**src/rtl/mem_access_unit.sv**
```systemverilog
// Load/store sequencer between execute and the word-addressed dmemory; sub-word stores use read-modify-write.
// Optional alignment trap: define MEM_ALIGN_TRAP_EN to complete misaligned half/word accesses without memory traffic.
module mem_access_unit #(
    parameter int ADDR_W = 8,
    parameter int DATA_W = 32
) (
    input  logic              dclk,
    input  logic              reset,
    input  logic              req,
    input  logic              we,
    input  logic [1:0]        size,
    input  logic              sign_ext,
    input  logic [ADDR_W+1:0] addr,
    input  logic [DATA_W-1:0] wdata,
    output logic              busy,
    output logic              done,
    output logic [DATA_W-1:0] rdata,
    output logic              misalign,
    output logic [ADDR_W-1:0] mem_addr,
    output logic [DATA_W-1:0] mem_wdata,
    output logic              mem_read,
    output logic              mem_write,
    input  logic [DATA_W-1:0] mem_rdata
);

    typedef enum logic [2:0] {
        S_IDLE = 3'd0,
        S_RD   = 3'd1,
        S_WAIT = 3'd2,
        S_WR   = 3'd3,
        S_DONE = 3'd4
    } state_t;

    state_t              state_q;
    state_t              start_st;
    logic                we_q;
    logic                sext_q;
    logic                misalign_q;
    logic [1:0]          size_q;
    logic [ADDR_W+1:0]   addr_q;
    logic [DATA_W-1:0]   wdata_q;
    logic [DATA_W-1:0]   rdata_q;
    logic [DATA_W-1:0]   mem_wdata_q;
    logic                mis_in;
    logic [4:0]          byte_sh;
    logic [4:0]          half_sh;
    logic [7:0]          byte_lane;
    logic [15:0]         half_lane;
    logic [DATA_W-1:0]   rdata_d;
    logic [DATA_W-1:0]   merge_d;

`ifdef MEM_ALIGN_TRAP_EN
    assign mis_in = ((size == 2'b01) && addr[0]) || (size[1] && (addr[1:0] != 2'b00));
`else
    assign mis_in = 1'b0;
`endif

    always_comb begin
        if (mis_in) begin
            start_st = S_DONE;
        end else if (we && size[1]) begin
            start_st = S_WR;
        end else begin
            start_st = S_RD;
        end
    end

    // Big-endian lanes: offset 0 is the most significant byte.
    always_comb begin
        byte_sh   = {~addr_q[1:0], 3'b000};
        half_sh   = {~addr_q[1], 4'b0000};
        byte_lane = mem_rdata[byte_sh +: 8];
        half_lane = mem_rdata[half_sh +: 16];
        rdata_d   = mem_rdata;
        merge_d   = mem_rdata;
        case (size_q)
            2'b00: begin
                rdata_d = {{24{sext_q & byte_lane[7]}}, byte_lane};
                merge_d[byte_sh +: 8] = wdata_q[7:0];
            end
            2'b01: begin
                rdata_d = {{16{sext_q & half_lane[15]}}, half_lane};
                merge_d[half_sh +: 16] = wdata_q[15:0];
            end
            default: begin
                rdata_d = mem_rdata;
                merge_d = wdata_q;
            end
        endcase
    end

    always_ff @(posedge dclk or negedge reset) begin
        if (!reset) begin
            state_q     <= S_IDLE;
            we_q        <= 1'b0;
            sext_q      <= 1'b0;
            misalign_q  <= 1'b0;
            size_q      <= 2'b00;
            addr_q      <= '0;
            wdata_q     <= '0;
            rdata_q     <= '0;
            mem_wdata_q <= '0;
        end else begin
            case (state_q)
                S_IDLE, S_DONE: begin
                    if (req) begin
                        we_q       <= we;
                        sext_q     <= sign_ext;
                        size_q     <= size;
                        addr_q     <= addr;
                        wdata_q    <= wdata;
                        misalign_q <= mis_in;
                        if (we && size[1] && !mis_in) begin
                            mem_wdata_q <= wdata;
                        end
                        state_q <= start_st;
                    end else begin
                        state_q <= S_IDLE;
                    end
                end
                S_RD: state_q <= S_WAIT;
                S_WAIT: begin
                    if (we_q) begin
                        mem_wdata_q <= merge_d;
                        state_q     <= S_WR;
                    end else begin
                        rdata_q <= rdata_d;
                        state_q <= S_DONE;
                    end
                end
                S_WR: state_q <= S_DONE;
                default: state_q <= S_IDLE;
            endcase
        end
    end

    assign busy      = (state_q == S_RD) || (state_q == S_WAIT) || (state_q == S_WR);
    assign done      = (state_q == S_DONE);
    assign misalign  = done & misalign_q;
    assign mem_read  = (state_q == S_RD);
    assign mem_write = (state_q == S_WR);
    assign mem_addr  = (mem_read || mem_write) ? addr_q[ADDR_W+1:2] : '0;
    assign rdata     = rdata_q;
    assign mem_wdata = mem_wdata_q;

endmodule

```
**config.mk**
```make
export PLATFORM = sky130hd
export DESIGN_NAME = mem_access_unit
export DESIGN_NICKNAME = d
export VERILOG_FILES = /design/src/rtl/mem_access_unit.sv
export SDC_FILE = /design/constraint.sdc
export NUM_CORES = 1
export LEC_CHECK = 0
export BUFFER_PORTS_ARGS = -buffer_cell sky130_fd_sc_hd__buf_2
export CORE_MARGIN = 3
export CORE_UTILIZATION = 30
export DETAILED_ROUTE_END_ITERATION = 8
export GPL_TIMING_DRIVEN = 0
export PLACE_DENSITY_LB_ADDON = 0.25
export SYNTH_ARGS = -nofsm -noshare
export SYNTH_HDL_FRONTEND = slang
export SYNTH_SLANG_ARGS = --single-unit
```
**constraint.sdc**
```tcl
create_clock -name dclk -period 4.3 [get_ports dclk]
set_input_delay 0.86 -clock dclk [delete_from_list [all_inputs] [get_ports dclk]]
set_output_delay 0.86 -clock dclk [all_outputs]
set_load 0.01 [all_outputs]
```
Word-level counts from Yosys, hierarchy flattened
Index checks and enable logic that the tools add are counted.

cells by class
  bitwise logic cells = 5
  equal/unequal tests = 8
  add/sub/neg operators = 2
  multiplexer cells = 13
  reduce and logical (&&, ||, !) cells = 11
  shift-type cells = 6

operator list
  operator                                                                  count
  32-bit case mux with 2 select lines                                       3
  32-bit 2-to-1 mux                                                         3
  32-bit bitwise mux                                                        2
  16-bit by 7-bit variable shift with 32-bit output (first input constant)  1
  8-bit by 7-bit variable shift with 32-bit output (first input constant)   1
  16-bit by 7-bit variable part select with 32-bit output                   1
  32-bit by 6-bit variable part select with 16-bit output                   1
  32-bit by 6-bit variable part select with 8-bit output                    1
  8-bit by 7-bit variable part select with 32-bit output                    1
  5-bit negator with 7-bit output                                           2
  3-bit case mux with 4 select lines                                        1
  8-bit 2-to-1 mux                                                          1
  3-bit by 2-bit equality test with 1-bit output (second input constant)    2
  2-bit inequality test (second input constant)                             3
  2-bit 2-to-1 mux                                                          2
  2-bit AND reduction                                                       2
  4-bit AND reduction                                                       1
  3-bit by 1-bit equality test with 1-bit output (second input constant)    1
  3-bit equality test (second input constant)                               1
  3-bit logical NOT                                                         1
  1-bit logical OR                                                          3
  3-bit 2-to-1 mux                                                          1
  1-bit bitwise AND                                                         2
  2-bit by 1-bit equality test with 1-bit output (second input constant)    1
  other kinds (6)                                                           7

word-level totals
  flip-flop bits (word level) = 113
  word-level logic and storage cells = 53
  output and inout port bits = 77
  bits of input ports = 81

Logic depth before layout (Yosys ltp)
  word-level depth = 7
  gate-level depth with buffers = 9

Worst setup path before layout
No wires, ideal clock.

  kind = register -> register
  from = reg addr_q[1]
  to = reg mem_wdata_q[31] (netlist: mem_wdata[31])
  setup time = 0.064 ns
  setup slack = 1.925 ns
  cell stages (with the launch flop) = 9
  period minus slack after synthesis = 2.375 ns
  data required time = 4.236 ns
  buffers on the path = 2
  arrival = 2.312 ns
  path through = dfrtp_1 buf_4 inv_1 clkbuf_1 ha_1 nor4b_2 nand3_1 a311oi_1 a21o_1

on the way
  cells in the longest elaborated chain, start to end = 7
  elaborated cells on any way between the ends = 13
  those cells by class = add/sub (2); shift (4); mux (5); bitwise (2)

ends and longest elaborated chain
  what                                                                                   RTL line  source
  start, declared                                                                        40        logic [ADDR_W+1:0] addr_q;
  start signal, assigned                                                                 110       addr_q <= addr;
  1-bit NOT / 2-bit NOT (equally long branches)                                          71, 70
  5-bit negator with 7-bit output, on equally long branches                              83, 79
  16-bit by 7-bit variable part select with 32-bit output, or another cell as far along  83        merge_d[half_sh +: 16] = wdata_q[15:0];
  32-bit bitwise mux, on equally long branches                                           83, 79
  32-bit case mux with 2 select lines (*)                                                76        case (size_q)
  32-bit 2-to-1 mux (*)                                                                  123       if (we_q) begin
  32-bit case mux with 2 select lines (*)                                                104       case (state_q)
  end signal, assigned                                                                   114       mem_wdata_q <= wdata;
  end signal, assigned                                                                   124       mem_wdata_q <= merge_d;
  end, declared                                                                          43        logic [DATA_W-1:0] mem_wdata_q;

Mark *: on every way between the ends. The rest lies on a longest branch, timed or not. The select of a mux whose other input is x is not followed.
A chain may end at the register's enable or synchronous reset.

Final worst setup path
  from = reg addr_q[1]
  to = reg mem_wdata_q[26] (netlist: mem_wdata[26])

Same word-level chain as after synthesis.

==> impl_metrics.yaml <==
sta:
  fin_setup_tns_ns: 0
  fin_crit_sh: 0.771
  rsz0062_at_grt: "no"
  fin_skew_ns: 0.00772
  fmax_ghz: 0.302
  relSlewSlack: 0.451
  finalSetupViolations: 0
  layout_min_cycle_time_ns: 3.31
  hold_violations: 0
  drv_slew: 0
  hold_ws_ns: 0.373
  tightest_slew_ns: 0.821
setup_path:
  max_stage_delay_ns: 0.72
  critPathTopFamily: "buffers and inverters"
  slowest_stage: "nor4b_2"
  crit_fanout: 11
  crit_path_start_kind: "register"
  critPathArrivalTime_ns: 3.68
  worstPathRequired_ns: 4.66
  endpoint_kind: "register"
  cp.buffers_inverters: 4
  path_class: "reg -> reg"
  cp_cell_sequence: "buf_4 -> inv_1 -> clkbuf_1 -> ha_1 -> buf_2 -> nor4b_2 -> nand3_1 -> a311oi_1 -> a21o_1"
power_and_ir_drop:
  leakagePower_nw: 3.62
  ir_drop_mv: 0.303
  power.density_nw_per_um2: 821
route:
  detail_route.wl_per_cell_um: 21.2
  firstDrtPassIters: 7
  wirelength_um: 22400
  num_vias: 5620
  vias_per_cell: 5.33
  route.detailed.drc: 0
  postRouteAntennaNets: 0
  drt_iter0_markers: 419
yosys:
  async_reset_ff_frac: 1.00
  syn_nets: 687
  synthDominantCellAreaShare: 0.465
  ys_ff_latch: 113
  ys_types: 59
  netlist_instances: 601
  synth-seq-area-share: 0.465
  yosysTopAreaCell: "dfrtp_1"
  avgSynthCellArea_sq_um: 10.1
  synth_edf_count: 0
  synth-main-ff-cell: "dfrtp_1"
  synth_top_cells_by_count: "dfrtp_1, nand2_1, nand3_1, mux2_2, nor2_1"
  syn_area_sq_um: 6080
  yosysMostFrequentCell: "dfrtp_1"
  synth_area_leaders: "dfrtp_1, mux2_2, nand3_1"
  synth-warning-count: 0
cells_and_area:
  drive_above_1_share: 0.371
  diodes: 0
  multi_input_area_sq_um: 2940
  nFillCells: 2087
  synthToLayoutAreaGrowth_pct: 28.1
  fin_nets: 863
  seqCellArea_sq_um: 2830
placement:
  hpwl_um: 16800
  port_buffers: 156
  gp_congestion: 0.925
global_routing:
  grt_use_total: 0.204
  grt_pass1_vias: 5708
  grt_antenna_before_repair: 3
  grt_max_degree: 69
  grt_pass1_wl_um: 34200
  gr-total-overflow: 0
clocking:
  path_clk_slew_ns: 0.06
  cts.repair.resized: 0
  cts-htree-levels: 4
  ctsHoldBuffers: 0
  cts_tree: "built"
  cts.path.max_buffers: 2
  ctsRootBufferMaster: "clkbuf_16"
  cts.sinks: 113
  numCtsBuffers: 17
  cts_setup_buffers: 0
  clk_latency_ns: 0.42
die:
  pin_count: 158
  die_x_um: 148
  start_util: 0.309
  dieArea_sq_um: 22000
  fp.dieH_um: 148
  coreArea_sq_um: 19700
  rows: 51
hold_path:
  min-delay-path-class: "in -> async"
flow_run:
  max-cap-violations: 0
status:
  status: "finished, final reports clean"
-- metrics by stage --
stage / setup slack, ns / instance area (sq um) / utilization / std cells / total power, mW
2_1_floorplan: 1.92 / 6080 / - / 601 / 3.89
3_3_place_gp: 0.842 / 7190 / 0.366 / 1022 / 4.98
3_5_place_dp: 1.03 / 7220 / 0.368 / 1023 / 5.01
4_1_cts: 1.02 / 7780 / 0.396 / 1055 / 6.41
5_1_grt: 0.846 / 7780 / 0.396 / 1055 / 6.82
6_report: 0.985 / 7780 / 0.396 / 1055 / 6.39
-- area by class of cell --
class	count	area share
Inverter	6	0.00289
Timing Repair Buffer	157	0.105
Tap cell	265	0.0426
Clock inverter	6	0.0103
Sequential cell	113	0.363
Buffer	51	0.0367
Multi-Input combinational cell	431	0.378
Clock buffer	26	0.0616
-- path summary, 6_finish.rpt --
kind,start,end,slack (ns),depth (start not counted)
max in group asynchronous,reset,mem_wdata[9],3.23,2
hold reg to reg,mem_wdata[4],mem_wdata[4],0.48,2
setup / recovery,addr_q[1],mem_wdata[26],0.99,9
hold / removal,reset,rdata[18],0.37,1
min in group dclk,mem_wdata[4],mem_wdata[4],0.48,2
setup reg to reg,addr_q[1],mem_wdata[26],0.99,9
-- worst register-to-register path, stage by stage, from the launching register on --
cell and delay (ns):
dfrtp_1 0.48, buf_4 0.23, inv_1 0.13, clkbuf_1 0.55, ha_1 0.26, buf_2 0.23
nor4b_2 0.72, nand3_1 0.19, a311oi_1 0.35, a21o_1 0.12
-- cells in the final DEF (no fill, tap or decap), drive strengths merged, types with 3 or more instances in the layout --
master / instances
nand2b: 4
clkbuf: 40
mux2i: 3
nand2: 75
a21oi: 11
nor2: 40
mux2: 49
a222oi: 8
a22oi: 5
ha: 5
buf: 194
a211oi: 5
and3: 5
and2: 10
dfrtp: 113
a21o: 8
clkinv: 4
nor4b: 13
o21ai: 33
a31o: 7
a22o: 5
a311oi: 5
o31ai: 11
nor2b: 5
a221oi: 23
inv: 6
nor3b: 6
a31oi: 13
nand3: 59
a41oi: 4
-- flip-flops by register name (all words and copies together) (netlist names) --
| name | flops |
|---|---|
| state_q | 3 |
| we_q | 1 |
| mem_wdata | 32 |
| size_q | 2 |
| sext_q | 1 |
| addr_q | 10 |
| rdata | 32 |
| wdata_q | 32 |
-- per-layer routing --
layer | track usage | vias up | share of wire
li1 | - | 2593 | -
met1 | 0.274 | 2742 | 0.44
met2 | 0.322 | 239 | 0.46
met3 | 0.0555 | 40 | 0.083
met4 | 0.0665 | 6 | 0.021
met5 | 0 | - | 0.0015
-- cell families after synthesis --
| kind of cell | share of synthesized area |
|---|---|
| AOI/OAI and AO/OA | 0.184 |
| buffers and inverters | 0.0506 |
| and+or+nand+nor | 0.193 |
| DFF | 0.465 |
| adders and majority gates | 0.0103 |
| muxes | 0.0957 |
| other | 0.000617 |
-- power by group --
| group | switching (mW) | total, mW | leakage, nW | internal [mW] |
|---|---|---|---|---|
| clock | 0.498 | 1.38 | 0.276 | 0.879 |
| sequential | 0.371 | 1.96 | 1.38 | 1.59 |
| combinational | 1.82 | 3.05 | 1.96 | 1.24 |
No activity file was read; power rests on OpenSTA's default activity.
